--- src/rtl/besthop_select.sv ---
// besthop_select: scans the neighbour Q-table and reports the highest-Q neighbour (index, node ID and Q-value).
// Epsilon-greedy exploration is compiled in when BESTHOP_EXPLORE_EN is defined.
module besthop_select #(
  parameter int MAX_NEIGHBORS = 32
) (
  input  logic        clock,
  input  logic        rst,
  input  logic        start,
  input  logic [15:0] data_in,
  output logic [10:0] address,
  output logic [15:0] besthop,
  output logic [15:0] action,
  output logic [15:0] best_q,
  output logic        no_route,
  output logic        explored,
  output logic        busy,
  output logic        done
);
  typedef enum logic [2:0] {IDLE, CNT_A, CNT_L, Q_A, Q_L, ID_A, ID_L, DONE} state_t;
  state_t state, next;
  logic [6:0] n, n_in, i, best, best_nx, win;
  logic [15:0] q_nx, win_q;
  logic take, last;
  assign n_in = data_in > 16'(MAX_NEIGHBORS) ? 7'(MAX_NEIGHBORS) : data_in[6:0];
  assign take = i == 7'd0 || data_in > best_q;
  assign best_nx = take ? i : best;
  assign q_nx = take ? data_in : best_q;
  assign last = i == n - 7'd1;
`ifdef BESTHOP_EXPLORE_EN
  logic [15:0] lfsr, qr;
  logic [5:0] r;
  logic expl;
  assign win = expl ? 7'(r) : best_nx;
  assign win_q = expl ? (i == 7'(r) ? data_in : qr) : q_nx;
  always_ff @(posedge clock)
    if (rst) begin
      lfsr <= 16'hACE1;
      qr <= '0;
      r <= '0;
      expl <= 1'b0;
      explored <= 1'b0;
    end else begin
      lfsr <= {lfsr[14:0], lfsr[15] ^ lfsr[13] ^ lfsr[12] ^ lfsr[10]};
      if (state == CNT_L) begin
        expl <= n_in != 7'd0 && lfsr[3:0] == 4'd0;
        r <= 7'(lfsr[9:4]) >= n_in ? 6'd0 : lfsr[9:4];
        explored <= 1'b0;
      end
      if (state == Q_L && i == 7'(r)) qr <= data_in;
      if (state == Q_L && last) explored <= expl;
    end
`else
  assign win = best_nx;
  assign win_q = q_nx;
  assign explored = 1'b0;
`endif
  always_comb begin
    next = state;
    case (state)
      IDLE:    next = start ? CNT_A : IDLE;
      CNT_A:   next = CNT_L;
      CNT_L:   next = n_in == 7'd0 ? DONE : Q_A;
      Q_A:     next = Q_L;
      Q_L:     next = last ? ID_A : Q_A;
      ID_A:    next = ID_L;
      ID_L:    next = DONE;
      DONE:    next = start ? DONE : IDLE;
      default: next = IDLE;
    endcase
  end
  // address is loaded on entry to each *_A state so read data arrives in the matching *_L state
  always_ff @(posedge clock)
    if (rst) begin
      state <= IDLE;
      address <= '0;
      besthop <= '0;
      action <= '0;
      best_q <= '0;
      no_route <= 1'b0;
      busy <= 1'b0;
      done <= 1'b0;
      n <= '0;
      i <= '0;
      best <= '0;
    end else begin
      state <= next;
      busy <= next != IDLE && next != DONE;
      done <= next == DONE;
      case (state)
        IDLE: if (start) address <= 11'h046;
        CNT_L: begin
          n <= n_in;
          i <= '0;
          best <= '0;
          best_q <= '0;
          no_route <= n_in == 7'd0;
          if (n_in == 7'd0) begin
            besthop <= 16'hFFFF;
            action <= 16'hFFFF;
          end else address <= 11'h0C8;
        end
        Q_L: begin
          i <= i + 7'd1;
          best <= last ? win : best_nx;
          best_q <= last ? win_q : q_nx;
          address <= last ? 11'h048 + 11'({win, 1'b0}) : 11'h0C8 + 11'({i + 7'd1, 1'b0});
        end
        ID_L: begin
          besthop <= data_in;
          action <= 16'(best);
        end
        default: ;
      endcase
    end
endmodule

--- config.mk ---
export PLATFORM = sky130hd
export DESIGN_NAME = besthop_select
export DESIGN_NICKNAME = d
export VERILOG_FILES = /design/src/rtl/besthop_select.sv
export SDC_FILE = /design/constraint.sdc
export NUM_CORES = 1
export LEC_CHECK = 0
export ABC_AREA = 1
export CORE_UTILIZATION = 53
export CTS_BUF_LIST = sky130_fd_sc_hd__clkbuf_4 sky130_fd_sc_hd__clkbuf_8
export CTS_CLUSTER_DIAMETER = 80
export CTS_CLUSTER_SIZE = 10
export DETAILED_ROUTE_END_ITERATION = 7
export GPL_ROUTABILITY_DRIVEN = 0
export GPL_TIMING_DRIVEN = 0
export PLACE_DENSITY = 0.86
export REMOVE_ABC_BUFFERS = 1
export SETUP_SLACK_MARGIN = 0.02
export SLEW_MARGIN = 25
export SYNTH_ARGS = -nofsm -noshare
export SYNTH_HDL_FRONTEND = slang
export SYNTH_SLANG_ARGS = --single-unit
--- constraint.sdc ---
create_clock -name clock -period 2.6 [get_ports clock]
set_input_delay 0.52 -clock clock [delete_from_list [all_inputs] [get_ports clock]]
set_output_delay 0.52 -clock clock [all_outputs]
set_load 0.02 [all_outputs]
# == Word level (Yosys, flattened, before mapping) ==
# Cells that the tools add are included.
# totals
out_inout_bits,63
ff_bits,86
elab_cells,61
inputBits,19
# op_classes
eq_ne,14
muxes,18
reduce_logical,12
add_sub_neg,4
magnitude_cmp,2
# op_table
operator,count
16-bit case mux with 2 select lines,3
11-bit case mux with 3 select lines,1
16-bit 2-to-1 mux,2
7-bit case mux with 2 select lines,2
3-bit case mux with 8 select lines,1
11-bit 2-to-1 mux,2
16-bit greater-than comparator,1
16-bit by 6-bit greater-than comparator with 1-bit output (second input constant),1
3-bit == test (second input constant),5
7-bit zero test,2
7-bit 2-to-1 mux,2
7-bit by 8-bit adder with 9-bit output (first input constant),1
8-bit by 8-bit adder with 9-bit output (first input constant),1
3-bit 2-to-1 mux,3
9-bit 2-to-1 mux,1
2-bit inequality test (second input constant),4
7-bit by 1-bit adder with 7-bit output (second input constant),1
7-bit == test,1
7-bit by 1-bit subtractor with 7-bit output (second input constant),1
3-bit by 2-bit == test with 1-bit output (second input constant),2
3-bit nonzero test,2
2-bit AND reduction,2
2-bit nonzero test,2
3-bit by 1-bit == test with 1-bit output (second input constant),1
6 further kinds,6

# == Longest topological paths before layout ==
# Gate-level depths: netlist (run 1).
# logic_depth
ltp_word,7
mapped_depth,23
depth_no_buf,22

# == Worst setup path after synthesis (run 1) ==
# Ideal clock, no wire load.
# synth_timing
kind,input to register
startpoint,input data_in[11]
endpoint,register address[4]
arrival_ps,2173
path_buffers,1
path_stages,13
setup_slack_ps,295
cell_sequence,ha_1 > a21oi_1 > nand2_1 > a21oi_1 > nand2_2 > nand2_4 > nand2_4 > buf_6 > nand2_4 > nand2_4 > ha_1 > a22oi_1 > a21oi_1
# synth_via
elab_chain_len,6
elab_cells_between_ends,11
# synth_rtl
element,line,rtl
start: declaration,9,"input logic [15:0] data_in,"
16-bit greater-than comparator,25,assign take = i == 7'd0 || data_in > best_q;
1-bit logical OR,25,
7-bit 2-to-1 mux,26,assign best_nx = take ? i : best;
7-bit by 8-bit adder with 9-bit output,106,"address <= last ? 11'h048 + 11'({win, 1'b0}) : 11'h0C8 + 11'({i + 7'd1, 1'b0});"
9-bit 2-to-1 mux,106,
11-bit case mux with 3 select lines,89,case (state)
end signal: assignment,106,
end: declaration,10,"output logic [10:0] address,"
# Parallel ways exist; a longest one is shown, timed or not.
# A chain may end at the register's enable or synchronous reset.

# == Worst setup path after layout (run 1) ==
# layout_timing
startpoint,input data_in[1]
endpoint,register address[7]
# The elaborated chain is that of the path after synthesis.

==> impl_metrics.json, run 1 <==
{
  "start_util": 0.5513,
  "status": "complete, no violations",
  "slew_headroom": 0.4857,
  "fin_setup_tns_ns": 0,
  "cp.arrival_ns": 2.68,
  "cts_buffers": 9,
  "grt_usage": 0.2807,
  "clk-insertion-delay-late_ns": 0.36,
  "grt_pass1_vias": 3624,
  "ys_ff_latch": 75,
  "crit_path_start_kind": "input port",
  "max_stage_delay_ns": 0.33,
  "ir_worst_vdd_v": 0.0003588,
  "crit_fanout": 6,
  "final_cell_mix": "inv_1, nand2_1, dfxtp_1",
  "hold_class": "flop to flop",
  "antenna_found_initial": 0,
  "final-setup-viol-count": 0,
  "dp_cells": 696,
  "avgSynthCellArea_um2": 7.323,
  "dr.pass1.iters": 5,
  "synth_cells": 549,
  "grt_pass1_wl_um": 16940,
  "syn_to_final_growth_pct": 27.11,
  "synth-seq-area-share": 0.3735,
  "cts_max_level": 3,
  "finalCritPeriodShare": 0.9160,
  "synth_edf_count": 0,
  "fillCellCount": 559,
  "cts_tree": "yes",
  "critPathKind": "input port to flop",
  "total_power_mw": 2.714,
  "rsz0062_at_grt": "no",
  "ys_warn_count": 0,
  "grt_max_degree": 35,
  "cts-root-buf": "clkbuf_8",
  "finalNonFillerCells": 716,
  "drive_above_1_share": 0.09562,
  "yosysUniqueCellTypes": 33,
  "cts.path.max_buffers": 2,
  "whs_ns": 0.4665,
  "hold_viol_final": 0,
  "crit_slowest_cell": "ha_1",
  "first_iter_violations": 312,
  "avgRoutedWirePerCell_um": 15.22,
  "cts.sinks": 75,
  "finClkSkew_ns": 0.006958,
  "ys.flop_type": "dfxtp_1",
  "core_um2": 7292,
  "num_io_pins": 82,
  "power_density_nw_per_um2": 531.2,
  "p_leak_nw": 2.305,
  "tightestPinTransition_ns": 0.7705,
  "dpl.hpwl_um": 7140,
  "grt_overflow": 0,
  "path_clk_slew_ns": 0.08,
  "vias_per_cell": 5.454,
  "die_y_um": 89.09,
  "period_minus_slack_ns": 2.382,
  "maxSlewViolCount": 0,
  "cp-end-kind": "flop",
  "synth_top_area_cell": "dfxtp_1",
  "row_count": 31,
  "critical_path.cell_chain": "dlygate4sd2_1, ha_1, nand2_1, nand2_1, nand2_1, nand2_1, nand2_1, nand2_1, nand2_1, nand2_2, nand2_4, nand2_8, nand2_1, nand2_2, ha_2, nand2_1, nand3_1, nand3_1, nand2_1, a21oi_1",
  "drc": 0,
  "clock.fmax_mhz": 419.9,
  "fin_ws_ns": 0.2185,
  "syn-cell-area_um2": 4020,
  "pre_cts_slack_ns": -0.5925,
  "synth.area.top_cells": "dfxtp_1, nand2_1, inv_1",
  "routed_wl_um": 10890,
  "cts-hold-fix-buffers": 0,
  "io_buffers": 77,
  "final_antenna_net_count": 0,
  "async_reset_ff_frac": 0,
  "die_area_um2": 7937,
  "path_common_cell": "nand2_1",
  "antenna_cells": 0,
  "max-cap-violations": 0,
  "crit_required_ns": 2.90,
  "dieWidth_um": 89.09,
  "num_vias": 3905,
  "final_nets": 652,
  "yosysTopAreaCellShare": 0.3735
}
==> metal layers <==
| metal | global-route usage | wire length, um | vias to the layer above |
|---|---|---|---|
| met5 | 0 | 0 | - |
| met4 | 0.1400 | 304 | 0 |
| met3 | 0.05171 | 666 | 29 |
| met2 | 0.4629 | 5254 | 149 |
| met1 | 0.3527 | 4669 | 1824 |
| li1 | - | - | 1903 |
==> registers in the layout, indices dropped and copies added (netlist names) <==
register,flops
action,8
address,8
best,7
best_q,16
besthop,16
busy,1
done,1
i,7
n,7
no_route,1
state,3
==> stage by stage <==
step | area, um2 | utilization
6_report | 5110 | 0.7008
5_1_grt | 5110 | 0.7008
4_1_cts | 5022 | 0.6887
3_5_place_dp | 4752 | 0.6517
3_3_place_gp | 4737 | 0.6496
2_1_floorplan | 3842 | -
==> area by class of cell <==
type	instances	area, um2	share of cell area
multi-input cells	347	2056	0.4023
flip-flops and latches	75	1501	0.2938
repair buffers	82	833.3	0.1631
inverters	97	364.1	0.07125
clock buffers	12	158.9	0.03110
well taps	99	123.9	0.02424
clock inverters	4	72.57	0.01420
==> power breakdown <==
part	switching [mW]	internal, mW
Clock	0.446	0.602
Sequential	0.0275	1.18
Combinational	0.283	0.170
Total	0.757	1.96
==> cells in the mapped netlist (2+ instances only) <==
cell type and count:
ha_1 21, nand3_2 3, nor2_1 42, nand2_4 5
xor2_1 8, nand2_2 9, dfxtp_1 75, a31oi_1 4
inv_2 3, o21ai_1 2, buf_4 13, clkbuf_1 12
nand4_1 7, nor3_2 3, nor3_1 5, buf_2 7
xnor2_1 6, or2_2 3, nand3_1 33, nand2_1 94
o221ai_1 23, a21oi_1 45, o22ai_1 12, o21ai_0 13
inv_1 93
==> worst paths after layout <==
kind / from / to / slack [ns] / depth (start not counted)
hold reg to reg: n[6]$_SDFFE_PP0P_ / n[6]$_SDFFE_PP0P_ / 0.47 / 2
setup reg to reg: best_q[8]$_SDFFE_PP0P_ / address[7]$_SDFFE_PP0P_ / 0.26 / 15
setup / recovery: data_in[1] / address[7]$_SDFFE_PP0P_ / 0.22 / 20
hold / removal: n[6]$_SDFFE_PP0P_ / n[6]$_SDFFE_PP0P_ / 0.47 / 2
==> cell families (layout without fill, tap and decap cells) <==
group / Yosys count / count (layout) / synth area share
XOR/XNOR: 14 / 14 / 0.03050
adder cells (fa/ha/maj): 21 / 21 / 0.06536
buffers and inverters: 130 / 195 / 0.1376
other: 1 / 4 / 0.0009328
flip-flops: 75 / 75 / 0.3735
AND/OR/NAND/NOR: 205 / 205 / 0.2347
AO/OA/AOI/OAI: 103 / 103 / 0.1575
==> what timing repair did <==
action,CTS,global route
pin swaps,5,10
setup endpoints to repair,15,22
setup buffers,3,1
resized for setup,12,15
==> worst max-delay path: cells and delay by family <==
kind,cells,cell delay [ns]
buf+inv,1,0.31
compound gates,1,0.11
simple gates,16,1.24
fa+ha+maj,2,0.51
Power figures use the tool's default switching activity.
==> inputs of run 2 (changes only) <==
Settings changed: REMOVE_ABC_BUFFERS 1 to unset, SLEW_MARGIN 25 to unset.
==> run 2 against run 1 <==
Via count is 7.2% higher. Cell area is 3.0% higher. Wire length is 7.2% higher. Total power is 3.5% lower. Clock skew is 0.0019 ns lower. Sequential power hardly changed. Sequential cell count stayed put. Maximum frequency is 3.5% lower. Critical path depth is 6 lower. Clock power is 11% lower. Final cell count is 4.6% higher.
==> impl_metrics.json, run 2 (synthesis gave the netlist of run 1 again) <==
{
  "syn_to_final_growth_pct": 30.87,
  "final_common_cell": "inv_1",
  "cp.arrival_ns": 2.68,
  "cts.sinks": 75,
  "slew_headroom": 0.5789,
  "die_y_um": 89.09,
  "crit_fanout": 10,
  "tightestPinTransition_ns": 0.6316,
  "first_iter_violations": 324,
  "cts-hold-fix-buffers": 0,
  "dpl.hpwl_um": 8293,
  "ir_worst_vdd_v": 0.0003344,
  "antenna_cells": 0,
  "num_vias": 4186,
  "critPathKind": "input port to flop",
  "crit_slowest_cell": "dlygate4sd2_1",
  "grt_overflow": 0,
  "crit_required_ns": 2.82,
  "grt_usage": 0.2969,
  "routed_wl_um": 11680,
  "finalNonFillerCells": 749,
  "clock.fmax_mhz": 405.2,
  "path_common_cell": "nand2_4",
  "avgRoutedWirePerCell_um": 15.59,
  "power_density_nw_per_um2": 497.6,
  "rsz0062_at_grt": "yes",
  "cts_max_level": 3,
  "total_power_mw": 2.618,
  "final-setup-viol-count": 0,
  "finalInstanceArea_um2": 5261,
  "fin_ws_ns": 0.1321,
  "hold_class": "flop to flop",
  "period_minus_slack_ns": 2.468,
  "max-cap-violations": 0,
  "grt_max_degree": 14,
  "final_antenna_net_count": 0,
  "antenna_found_initial": 0,
  "final_nets": 685,
  "dpl_cell_area_um2": 4916,
  "max_stage_delay_ns": 0.29,
  "reg.largest.list": "best_q (16), besthop (16)",
  "crit_path_start_kind": "input port",
  "finalCritPeriodShare": 0.9492,
  "cp-end-kind": "flop",
  "cts_tree": "yes",
  "num_io_pins": 82,
  "drc": 0,
  "drive_above_1_share": 0.1385,
  "maxSlewViolCount": 0,
  "pre_cts_slack_ns": -0.5145,
  "io_buffers": 76,
  "core_um2": 7292,
  "start_util": 0.5513,
  "path_clk_slew_ns": 0.08,
  "die_area_um2": 7937,
  "row_count": 31,
  "dr.pass1.iters": 5,
  "cts.path.max_buffers": 2,
  "dieWidth_um": 89.09,
  "vias_per_cell": 5.589,
  "status": "complete, no violations",
  "finClkSkew_ns": 0.005100,
  "hold_viol_final": 0,
  "final_cell_mix": "inv_1, nand2_1, dfxtp_1",
  "whs_ns": 0.4709,
  "clk-insertion-delay-late_ns": 0.35,
  "cts-root-buf": "clkbuf_8",
  "p_leak_nw": 2.367,
  "critical_path.cell_chain": "dlygate4sd2_1, ha_1, nand4_1, nor3_4, nand2_1, nand2_2, nand2_4, nand2_4, buf_8, nand2_4, nand2_4, ha_2, a22oi_1, a21oi_1",
  "grt_pass1_wl_um": 17860,
  "dp_cells": 727,
  "grt_pass1_vias": 3930,
  "cts_buffers": 9
}
-- run 2: cell types whose count changed in the layout (fill, tap and decap cells not counted), moves of 3 or more --
cell            delta
dfxtp_1            -4
dlymetal6s2s_1     -9
buf_4             +15
ha_4               +3
clkbuf_1          +12
buf_2              +6
dlygate4sd2_1      +7
dfxtp_2            +4
ha_1               -3
-- run 2: worst max-delay path: cells and delay by family --
family          cells  cell delay (ns)
fa+ha+maj           2             0.56
buf+inv             2             0.44
simple gates        8             0.86
compound gates      2             0.31
-- run 2: metrics by stage --
step                setup TNS, ns  utilization
finish                          0       0.7215
global placement           -5.383       0.6742
floorplan                       0            -
CTS                             0       0.7061
detailed placement         -7.351       0.6742
global route                    0       0.7215
-- run 2: where the power goes --
group          total, mW  switching (mW)  internal [mW]
clock              0.930           0.461          0.469
combinational      0.475           0.292          0.183
sequential          1.21          0.0278           1.18
total               2.62           0.780           1.84
-- run 2: cell type report --
class,count,area [um2]
Clock inverter,6,63.81
Fill cell,542,2031
Multi-Input combinational cell,347,2091
Clock buffer,10,137.6
Buffer,33,192.7
Timing Repair Buffer,82,782.0
Sequential cell,75,1506
Tap cell,99,123.9
Inverter,97,364.1
-- run 2: metal layers --
layer | share of wire | vias to the layer above | GRT usage
li1 | - | 1974 | -
met1 | 0.40 | 1949 | 0.3540
met5 | 0 | - | 0
met2 | 0.48 | 224 | 0.5010
met4 | 0.030 | 0 | 0.1414
met3 | 0.090 | 39 | 0.07479
-- run 2: final timing paths --
| kind | startpoint | to | slack, ns | cells after the start |
|---|---|---|---|---|
| setup / recovery | data_in[8] | address[4]$_SDFFE_PP0P_ | 0.13 | 14 |
| hold / removal | n[6]$_SDFFE_PP0P_ | n[6]$_SDFFE_PP0P_ | 0.47 | 2 |
| setup reg to reg | best_q[11]$_SDFFE_PP0P_ | address[4]$_SDFFE_PP0P_ | 0.16 | 14 |
| hold reg to reg | n[6]$_SDFFE_PP0P_ | n[6]$_SDFFE_PP0P_ | 0.47 | 2 |
-- run 2: timing repair --
action                     4_1_cts  5_1_grt
buffers inserted                 3        3
setup endpoints to repair        3       14
gates resized for setup         18       22
pin swaps                        8       12
hold endpoints to repair         0        0
==> inputs of run 3 (changes only) <==
Settings changed: PLACE_DENSITY 0.86 to 0.82.
==> run 3 against run 2 <==
Combinational power decreased by 3%. Non-clock buffer count decreased by 2. First-iteration DRC count increased by 5.9%. Critical path type unchanged. Largest power group unchanged.
==> impl_metrics.json, run 3 (synthesis gave the netlist of run 1 again) <==
{
  "final_common_cell": "inv_1",
  "rsz0062_at_grt": "no",
  "path_clk_slew_ns": 0.09,
  "reg.largest.list": "best_q (16), besthop (16)",
  "cts.path.max_buffers": 2,
  "drc": 0,
  "avgRoutedWirePerCell_um": 15.29,
  "finClkSkew_ns": 0.01128,
  "fillCellCount": 600,
  "cts-hold-fix-buffers": 0,
  "dpl.hpwl_um": 8169,
  "maxSlewViolCount": 0,
  "row_count": 31,
  "start_util": 0.5513,
  "whs_ns": 0.4581,
  "final-setup-viol-count": 0,
  "die_y_um": 89.09,
  "status": "complete, no violations",
  "cts_max_level": 3,
  "hold_viol_final": 0,
  "slew_headroom": 0.5904,
  "cts.sinks": 75,
  "fin_setup_tns_ns": 0,
  "num_io_pins": 82,
  "grt_max_degree": 15,
  "io_buffers": 76,
  "cp-end-kind": "flop",
  "multiInputGateArea_um2": 2042,
  "vias_per_cell": 5.510,
  "finalInstanceArea_um2": 5210,
  "cts_tree": "yes",
  "clk-insertion-delay-late_ns": 0.36,
  "drive_above_1_share": 0.1250,
  "cts-root-buf": "clkbuf_8",
  "die_area_um2": 7937,
  "dpl_cell_area_um2": 4916,
  "dr.pass1.iters": 6,
  "tightestPinTransition_ns": 0.6144,
  "finalNonFillerCells": 747,
  "grt_overflow": 0,
  "routed_wl_um": 11420,
  "first_iter_violations": 343,
  "period_minus_slack_ns": 2.470,
  "crit_path_start_kind": "input port",
  "grt_pass1_wl_um": 18140,
  "syn_to_final_growth_pct": 29.60,
  "p_leak_nw": 2.345,
  "cts_buffers": 9,
  "antenna_found_initial": 0,
  "final_nets": 683,
  "grt_pass1_vias": 3828,
  "final_cell_mix": "inv_1, nand2_1, dfxtp_1",
  "antenna_cells": 0,
  "power_density_nw_per_um2": 517.0,
  "dieWidth_um": 89.09,
  "clock.fmax_mhz": 404.9,
  "dp_cells": 727,
  "ir_worst_vdd_v": 0.0004058,
  "final_antenna_net_count": 0,
  "max-cap-violations": 0,
  "cp.arrival_ns": 2.69,
  "crit_required_ns": 2.82,
  "finalCritPeriodShare": 0.9500,
  "hold_class": "input port to flop",
  "num_vias": 4116,
  "critPathKind": "input port to flop",
  "seqCellArea_um2": 1503,
  "core_um2": 7292,
  "grt_usage": 0.2991,
  "crit_fanout": 10
}
## run 3: power by group
part	switching [mW]	internal [mW]
Sequential	0.0256	1.18
Combinational	0.285	0.174
Clock	0.480	0.545
Total	0.790	1.90
## run 3: path summary, 6_finish.rpt
check | startpoint | to | slack [ns] | cells past startpoint
max | data_in[3] | address[4]$_SDFFE_PP0P_ | 0.13 | 18
min | data_in[2] | n[2]$_SDFFE_PP0P_ | 0.46 | 3
max reg2reg | best_q[8]$_SDFFE_PP0P_ | address[4]$_SDFFE_PP0P_ | 0.18 | 14
min reg2reg | n[6]$_SDFFE_PP0P_ | n[6]$_SDFFE_PP0P_ | 0.46 | 2
## run 3: worst max-delay path, cell delays in order
cell and delay (ns):
dlygate4sd2_1 0.31, ha_4 0.30, nand2_1 0.07, inv_1 0.07, nand2_1 0.05, nand2_1 0.07
nand2_1 0.05, nand2_1 0.06, nand2_1 0.06, nand2_2 0.11, nand2_4 0.08, nand2_4 0.09
buf_6 0.16, nand2_4 0.06, nand2_4 0.08, ha_2 0.27, a22oi_2 0.19, a21oi_1 0.09
## run 3: area by class of cell
type	count	area share
repair buffers	80	0.1467
well taps	99	0.02378
inverters	97	0.06988
clock buffers	9	0.02378
plain buffers	33	0.03626
flip-flops and latches	75	0.2884
clock inverters	7	0.01921
multi-input cells	347	0.3919
## run 3: timing repair
action | in CTS | in global routing
pin swaps | 7 | 8
endpoints found under the setup margin | 3 | 3
cloned | 0 | 0
endpoints found under the hold margin | 0 | 0
setup buffers | 2 | 2
gates resized for setup | 21 | 13
## run 3: metrics by stage
| stage | total power, mW | setup WS, ns | utilization |
|---|---|---|---|
| 2_1_floorplan | 1.524 | 0.2946 | - |
| 3_3_place_gp | 1.665 | -0.4569 | 0.6742 |
| 3_5_place_dp | 1.679 | -0.5091 | 0.6742 |
| 4_1_cts | 2.680 | 0.1145 | 0.7078 |
| 5_1_grt | 2.794 | 0.03050 | 0.7145 |
| 6_report | 2.694 | 0.1300 | 0.7145 |
## run 3: layer usage
layer / vias to the layer above / GRT usage / part of all wire
met4: 0 / 0.1284 / 0.026
met2: 206 / 0.4851 / 0.47
met3: 32 / 0.06741 / 0.081
li1: 1972 / - / -
met5: - / 0 / 0
met1: 1906 / 0.3832 / 0.43
